`src/rtl/mux_arb_pkg.sv`:
```
// Shared constants and state encoding for the round-robin 4-way channel arbiter.
package mux_arb_pkg;

  localparam int unsigned NUM_REQ          = 4;
  localparam int unsigned IDX_W            = 2;
  localparam int unsigned DEFAULT_MAX_HOLD = 8;

  typedef enum logic {
    IDLE = 1'b0,
    BUSY = 1'b1
  } arb_state_e;

endpackage

```
`src/rtl/rr_pick4.sv`:
```
// Combinational round-robin pick: first requester after 'last', wrapping, with 'last' itself
// considered only after all the others.
module rr_pick4 import mux_arb_pkg::*; (
  input  logic [NUM_REQ-1:0] req,
  input  logic [IDX_W-1:0]   last,
  output logic               found,
  output logic [IDX_W-1:0]   idx
);

  logic [IDX_W-1:0] cand;

  always_comb begin
    found = 1'b0;
    idx   = last;
    cand  = last;
    // Offset NUM_REQ wraps back to 'last', giving it the lowest priority.
    for (int unsigned k = 1; k <= NUM_REQ; k++) begin
      cand = last + IDX_W'(k);
      if (!found && req[cand]) begin
        found = 1'b1;
        idx   = cand;
      end
    end
  end

endmodule

```
`src/rtl/rr_mux4_arbiter.sv`:
```
// Round-robin arbiter sharing a 1-bit data channel among four requesters, with every
// tenure bounded to MAX_HOLD cycles.
module rr_mux4_arbiter import mux_arb_pkg::*; #(
  parameter int unsigned MAX_HOLD = DEFAULT_MAX_HOLD,
  parameter int unsigned HOLD_W   = 8
) (
  input  logic               i_Clk,
  input  logic               i_Rst_L,
  input  logic [NUM_REQ-1:0] i_Req,
  input  logic [NUM_REQ-1:0] i_Data,
  output logic [NUM_REQ-1:0] o_Grant,
  output logic               o_Sel1,
  output logic               o_Sel0,
  output logic               o_Valid,
  output logic               o_Data
);

  localparam logic [HOLD_W-1:0] HoldLast = HOLD_W'(MAX_HOLD - 1);

  arb_state_e         state_q, state_d;
  logic [IDX_W-1:0]   last_q, last_d;
  logic [HOLD_W-1:0]  cnt_q, cnt_d;
  logic [NUM_REQ-1:0] grant_q, grant_d;
  logic [IDX_W-1:0]   sel_q, sel_d;
  logic               valid_q, valid_d;

  logic               pick_found;
  logic [IDX_W-1:0]   pick_idx;
  logic               tenure_end;

  rr_pick4 u_pick (
    .req   (i_Req),
    .last  (last_q),
    .found (pick_found),
    .idx   (pick_idx)
  );

  // In BUSY the owner is always last_q.
  assign tenure_end = !i_Req[last_q] || (cnt_q == HoldLast);

  always_comb begin
    state_d = state_q;
    last_d  = last_q;
    cnt_d   = cnt_q;
    grant_d = grant_q;
    sel_d   = sel_q;
    valid_d = valid_q;
    unique case (state_q)
      IDLE: begin
        if (pick_found) begin
          state_d = BUSY;
          last_d  = pick_idx;
          cnt_d   = '0;
          grant_d = NUM_REQ'(1) << pick_idx;
          sel_d   = pick_idx;
          valid_d = 1'b1;
        end
      end
      BUSY: begin
        if (!tenure_end) begin
          cnt_d = cnt_q + HOLD_W'(1);
        end else if (pick_found) begin
          // A lone expiring owner is found last by the pick and re-granted here.
          last_d  = pick_idx;
          cnt_d   = '0;
          grant_d = NUM_REQ'(1) << pick_idx;
          sel_d   = pick_idx;
          valid_d = 1'b1;
        end else begin
          state_d = IDLE;
          cnt_d   = '0;
          grant_d = '0;
          sel_d   = '0;
          valid_d = 1'b0;
        end
      end
      default: begin
        state_d = IDLE;
        grant_d = '0;
        sel_d   = '0;
        valid_d = 1'b0;
      end
    endcase
  end

  always_ff @(posedge i_Clk or negedge i_Rst_L) begin
    if (!i_Rst_L) begin
      state_q <= IDLE;
      last_q  <= IDX_W'(NUM_REQ - 1);
      cnt_q   <= '0;
      grant_q <= '0;
      sel_q   <= '0;
      valid_q <= 1'b0;
    end else begin
      state_q <= state_d;
      last_q  <= last_d;
      cnt_q   <= cnt_d;
      grant_q <= grant_d;
      sel_q   <= sel_d;
      valid_q <= valid_d;
    end
  end

  assign o_Grant = grant_q;
  assign o_Sel1  = sel_q[1];
  assign o_Sel0  = sel_q[0];
  assign o_Valid = valid_q;
  assign o_Data  = valid_q & i_Data[sel_q];

endmodule

```
`config.mk`:
```
export PLATFORM = sky130hd
export DESIGN_NAME = rr_mux4_arbiter
export DESIGN_NICKNAME = d
export VERILOG_FILES = /design/src/rtl/mux_arb_pkg.sv /design/src/rtl/rr_pick4.sv /design/src/rtl/rr_mux4_arbiter.sv
export SDC_FILE = /design/constraint.sdc
export NUM_CORES = 1
export LEC_CHECK = 0
export ABC_AREA = 1
export CORE_UTILIZATION = 40
export DETAILED_ROUTE_END_ITERATION = 7
export PLACE_DENSITY_LB_ADDON = 0.08
export SLEW_MARGIN = 20
export SYNTH_ARGS = -nofsm -noshare
export SYNTH_HDL_FRONTEND = slang
export SYNTH_HIERARCHICAL = 1
export SYNTH_SLANG_ARGS = --single-unit
```
`constraint.sdc`:
```
create_clock -name i_Clk -period 2.1 [get_ports i_Clk]
set_clock_uncertainty 0.05 [all_clocks]
set_input_delay 0.63 -clock i_Clk [delete_from_list [all_inputs] [get_ports i_Clk]]
set_output_delay 0.63 -clock i_Clk [all_outputs]
set_load 0.02 [all_outputs]
```
# [Yosys cells after proc, flatten, opt, wreduce, memory -nomap -nowiden]
# Index checks and enable logic that the tools add are counted.
# W data, S select, Z words.
[op_classes] n_eq_ne=3 magnitude_cmp=5 shift=1 n_mux=38 reduce_logical=9 n_addsub=4 n_bitwise=2
[ops] cell="$mux W2" n=9
[ops] cell="$mux W8" n=2
[ops] cell="$pmux W8 S2" n=1
[ops] cell="$lt A2 B3 Y1 const B" n=5
[ops] cell="$mux W1" n=13
[ops] cell="$mux W4" n=3
[ops] cell="$bmux W1 S2" n=5
[ops] cell="$add A8 B1 Y8 const B" n=1
[ops] cell="$eq A8 B3 Y1 const B" n=1
[ops] cell="$pmux W2 S2" n=2
[ops] cell="$pmux W4 S2" n=1
[ops] cell="$add A2 B2 Y2 const B" n=2
[ops] cell="$logic_not A1 Y1" n=4
[ops] cell="$pmux W1 S2" n=2
[ops] cell="$shl A1 B2 Y4 const A" n=1
[ops] cell="$logic_and A1 B1 Y1" n=3
[ops] cell="$add A2 B1 Y2 const B" n=1
[ops] cell="$ne A2 B1 Y1 const B" n=1
[ops] cell="$ne A2 B2 Y1 const B" n=1
[ops] cell="$reduce_and A2 Y1" n=1
[ops] cell="$and A1 B1 Y1" n=1
[ops] cell="$logic_or A1 B1 Y1" n=1
[ops] cell="$not A1 Y1" n=1
[totals] register_bits=18 output_inout_bits=8

# [Depth between registers and ports, before layout]
[logic_depth] word_depth=17 mapped_depth=14 mapped_depth_nobuf=13

# [Cells and area by module]
# Netlist, hierarchy kept.
[modules_own_cells] module="rr_mux4_arbiter" cells_per_inst=121 seq_area_each_um2=452.9 area_per_inst_um2=927.1 instances=1
[modules_own_cells] module="rr_pick4" cells_per_inst=46 seq_area_each_um2=0.0 area_per_inst_um2=231.5 instances=1

# [Worst setup path before layout]
# Ideal clock, no wire load.
[synth_timing] kind="register to register" start="register last_q[0]" end="register cnt_q[2]" setup_slack_ns=-0.037 arrival_ns=2.009 n_path_buf=1 path_stages_with_launch=13 required_time_ns=1.973 path_cell_list="dfstp_2 > buf_6 > inv_4 > nand2_1 > nand2_2 > nand2_2 > nand2_4 > a21oi_2 > nand4_1 > nor2_2 > nor2_1 > or2_1 > a21oi_1"
[synth_between] elab_chain_len=14
[synth_rtl] element="start: declaration" line_no="rr_mux4_arbiter.sv:21" text="logic [IDX_W-1:0] last_q, last_d;"
[synth_rtl] element="start signal: assignment" line_no="rr_mux4_arbiter.sv:89" text="last_q <= IDX_W'(NUM_REQ - 1);"
[synth_rtl] element="start signal: assignment" line_no="rr_mux4_arbiter.sv:96" text="last_q <= last_d;"
[synth_rtl] element="$add A2 B1 Y2" line_no="rr_pick4.sv:18" text="cand = last + IDX_W'(k);"
[synth_rtl] element="$bmux W1 S2" line_no="rr_pick4.sv:19" text="if (!found && req[cand]) begin"
[synth_rtl] element="$mux W1 (not written as such)" line_no="rr_pick4.sv:19"
[synth_rtl] element="$mux W1" line_no="rr_pick4.sv:19"
[synth_rtl] element="$logic_not A1 Y1" line_no="rr_pick4.sv:19"
[synth_rtl] element="$logic_and A1 B1 Y1" line_no="rr_pick4.sv:19"
[synth_rtl] element="$mux W1" line_no="rr_pick4.sv:19"
[synth_rtl] element="$logic_not A1 Y1" line_no="rr_pick4.sv:19"
[synth_rtl] element="$logic_and A1 B1 Y1" line_no="rr_pick4.sv:19"
[synth_rtl] element="$mux W1" line_no="rr_pick4.sv:19"
[synth_rtl] element="$logic_not A1 Y1" line_no="rr_pick4.sv:19"
[synth_rtl] element="$logic_and A1 B1 Y1" line_no="rr_pick4.sv:19"
[synth_rtl] element="$mux W1 *" line_no="rr_pick4.sv:19"
[synth_rtl] element="via pick_found" line_no="rr_mux4_arbiter.sv:27" text="logic pick_found;"
[synth_rtl] element="$ne A2 B2 Y1 (no source line) *"
[synth_rtl] element="end signal: assignment" line_no="rr_mux4_arbiter.sv:97" text="cnt_q <= cnt_d;"
[synth_rtl] element="end: declaration" line_no="rr_mux4_arbiter.sv:22" text="logic [HOLD_W-1:0] cnt_q, cnt_d;"
# Mark *: on every way through the listed nets, which the timed path passes. The rest lies on a longest branch. The select of a mux whose other input is x is not followed.
# A chain may end at the register's enable or synchronous reset.

# [Worst setup path in the final report]
[layout_timing] start="register sel_q[0]" end="output o_Sel0"
[layout_rtl] element="start: declaration" line_no="rr_mux4_arbiter.sv:24" text="logic [IDX_W-1:0] sel_q, sel_d;"
[layout_rtl] element="start signal: assignment" line_no="rr_mux4_arbiter.sv:99" text="sel_q <= sel_d;"
[layout_rtl] element="end: declaration" line_no="rr_mux4_arbiter.sv:13" text="output logic o_Sel0,"
# No word-level cell between the ends.

==> results.toml <==
[outcome]
status = "finished, final reports clean"

[timing]
tightestPinTransition_ps = 410
timing.final.max_slew_violations = 0
finalWorstSetupSlack_ps = 66.1
final.period_utilization = 0.969
timing.fmax_mhz = 492
hold_viol = 0
maxSlewHeadroom = 0.726
final_period_minus_worst_setup_slack_ps = 2030
final-setup-viol-count = 0
rsz0062_at_grt = "yes"
worst_slack_on_hold_paths_ps = 430

[power_and_ir_drop]
report.power.total_w = 0.00270
p_sw_frac = 0.471
cellInternalPower_w = 0.00143
p_sw_w = 0.00127
power.static_leakage_nw = 0.853
comb_power_share = 0.701
seq_power_share = 0.218
p_clk_frac = 0.081
power.ir.vdd_worst_v = 0.00101
power_per_cell_area_nw_per_um2 = 1680

[floorplanning]
fp.dieH_um = 55.8
die_outline_area_um2 = 3120
coreArea_um2 = 2760
io-pin-count = 18
number_of_placement_rows = 19
die_w_um = 55.8
initial_standard_cell_utilization_of_the_core = 0.420

[route]
post_drt_via_cell_ratio = 4.95
routed-wl-met3_um = 126
detailed_routing_iteration_count_for_the_pre_antenna_repair_pass = 4
top_signal_layer_used = "met4"
num_vias = 1187
remaining_number_of_nets_flagged_by_the_antenna_check_after_routing = 0
met1Wirelength_um = 1320
finalWirelength_um = 2710
drtIter0Drc = 42
routed_wire_length_per_instance_um = 11.3
route.detailed.drc = 0
met2RoutedLength_um = 1210

[job]
drv.max_cap_violation_count = 0

[setup_path]
worstPathCellList = "clkdlybuf4s50_1"
critical_path_required_ps = 1420
cp.buffers_inverters = 1
critical_path.startpoint_type = "register"
crit_end = "o_Sel0"
worst-setup-path-type = "register to output port"
critPathCaptureType = "output port"
path_delay_family = "buffers and inverters"
startpoint = "sel_q[0]"
cpPeakStageDelay_ps = 620
worst_r2r_startpoint = "last_q[1]"
worst-endpoint-arrival_ps = 1350
worstRegToRegCells = 12
worst-path-max-fanout = 5
cp.depth = 1
critical_path.slowest_cell = "sky130_fd_sc_hd__clkdlybuf4s50_1"
r2r-end = "o_Grant[1]"
register_to_register_setup_slack_ps = 120

[clock_tree]
cts-root-buf = "sky130_fd_sc_hd__clkbuf_4"
cts_tree = "done"
clock_tree.buffer_depth = 2
clk_latency_ps = 310
clk_transition_reported_paths_ps = 100
htreeDepth = 1
cts_hold_repair.buffers = 0
cts-buffers-inserted = 3
cts_num_sinks = 18

[logic_synthesis]
yosys_most_used_dff = "sky130_fd_sc_hd__dfrtp_1"
synthesis.area_per_instance_um2 = 6.94
synth-edff-count = 0
syn-instance-count = 167
synthArstFlopShare = 1.00
mappedNetlistArea_um2 = 1160
yosys.cell_count.top_type = "sky130_fd_sc_hd__nand2_1"
synthesis.yosys.warnings = 6
synth_nets = 178
ys_seq_area_frac = 0.391
ys_types = 24
synth_top_cells_by_area = "sky130_fd_sc_hd__dfrtp_1 (35%), sky130_fd_sc_hd__nand2_1 (21%), sky130_fd_sc_hd__nand3_1 (7.8%)"
number_of_synthesized_register_bits = 18
synthDominantAreaCellType = "sky130_fd_sc_hd__dfrtp_1"
share_of_the_synthesized_area_in_the_top_cell_type = 0.346
most_numerous_cell_types_in_the_synthesized_netlist = "sky130_fd_sc_hd__nand2_1 (64), sky130_fd_sc_hd__nand3_1 (18), sky130_fd_sc_hd__dfrtp_1 (16)"

[placed_design]
dp_hpwl_um = 1980
placement.io_buffers = 17
placedInstanceArea_um2 = 1490
dp_cells = 232
place_congestion = 0.806
place_ws_ps = -666

[grt]
antenna_found_initial = 0
pin_count_of_the_biggest_net_entering_global_routing = 12
groute.usage.overall = 0.186
number_of_global_route_vias_before_repair = 1047
grt_overflow_total = 0
grt_first_pass_wirelength_um = 4510

[cells_and_area]
nets_finish = 221
antenna_diode_count = 0
drive_above_1_share = 0.254
flow.area_growth_from_synthesis_pct = 38.2
final_cell_count_no_fill = 240
finalInstanceArea_um2 = 1600

[min_path]
worst_hold_path_type = "register to register"
[power by group through the flow]
stage               Clock, W  Sequential (W)  Combinational, W
floorplan                  0        0.000648          0.000975
global placement           0        0.000585           0.00163
detailed placement         0        0.000589           0.00166
CTS                 0.000225        0.000582           0.00168
global route        0.000239        0.000606           0.00211
finish              0.000219        0.000588           0.00189
[metrics by stage]
stage	setup TNS, ps	util
finish	0	0.581
CTS	-21.4	0.557
global route	-73.3	0.581
detailed placement	-6560	0.541
global placement	-5970	0.541
floorplan	-8.26	-
[state kept, by name, indices dropped and copies added, names as in the netlist]
register and cells:
cnt_q 8, last_q 2, o_Grant 4, o_Valid 1, sel_q 2, state_q 1
[cell usage in the layout, fill, tap and decap left out, types with 2 or more instances in the layout]
cell and n:
sky130_fd_sc_hd__nand2_1 60, sky130_fd_sc_hd__buf_4 21, sky130_fd_sc_hd__nand3_1 16, sky130_fd_sc_hd__dfrtp_1 16, sky130_fd_sc_hd__inv_1 13, sky130_fd_sc_hd__nor2_1 12, sky130_fd_sc_hd__nand2_2 10, sky130_fd_sc_hd__clkdlybuf4s50_1 8
sky130_fd_sc_hd__a21oi_1 6, sky130_fd_sc_hd__dlygate4sd2_1 6, sky130_fd_sc_hd__xor2_1 5, sky130_fd_sc_hd__nand4_1 3, sky130_fd_sc_hd__clkbuf_4 3, sky130_fd_sc_hd__o21ai_1 2, sky130_fd_sc_hd__o21ai_2 2, sky130_fd_sc_hd__inv_2 2
sky130_fd_sc_hd__o21ai_0 2, sky130_fd_sc_hd__dlymetal6s2s_1 2, sky130_fd_sc_hd__dfstp_2 2, sky130_fd_sc_hd__buf_6 2, sky130_fd_sc_hd__nand3_2 2
[how the worst min path moves through the flow]
stage,start,endpoint,slack (ps),depth (start not counted)
floorplan,i_Rst_L,cnt_q[0],280,0
global placement,o_Grant[0],o_Grant[0],410,2
detailed placement,o_Grant[1],o_Grant[1],410,2
CTS,o_Grant[1],o_Grant[1],440,2
global route,o_Grant[0],o_Grant[0],450,2
finish,o_Grant[0],o_Grant[0],430,2
[repair_timing]
action,CTS,global route
resized for setup,16,16
setup endpoints to repair,11,16
gates cloned,0,1
endpoints found under the hold margin,0,0
pin swaps,7,9
buffers inserted,2,1
[routing by layer]
metal  global-route usage  vias to the layer above
met5                    0                        -
met4               0.0732                        0
met3               0.0628                        7
met2                0.286                       24
met1                0.244                      534
li1                     -                      622
[cells by family after synthesis]
family                     Yosys count  share of synthesized area
DFF                                 18                      0.391
adders and majority gates            1                     0.0108
and+or+nand+nor                    108                      0.401
xor gates and xnor gates             5                     0.0378
buffers and inverters               18                     0.0734
AOI/OAI and AO/OA                   17                     0.0864
[area by class of cell]
type                            instances  area, um^2
Clock buffer                            4        36.3
Tap cell                               31        38.8
Timing Repair Buffer                   40         343
Sequential cell                        18         453
Fill cell                             272        1160
Inverter                               16        62.6
Multi-Input combinational cell        131         668
Note: power is estimated with default switching activity, not from simulation.
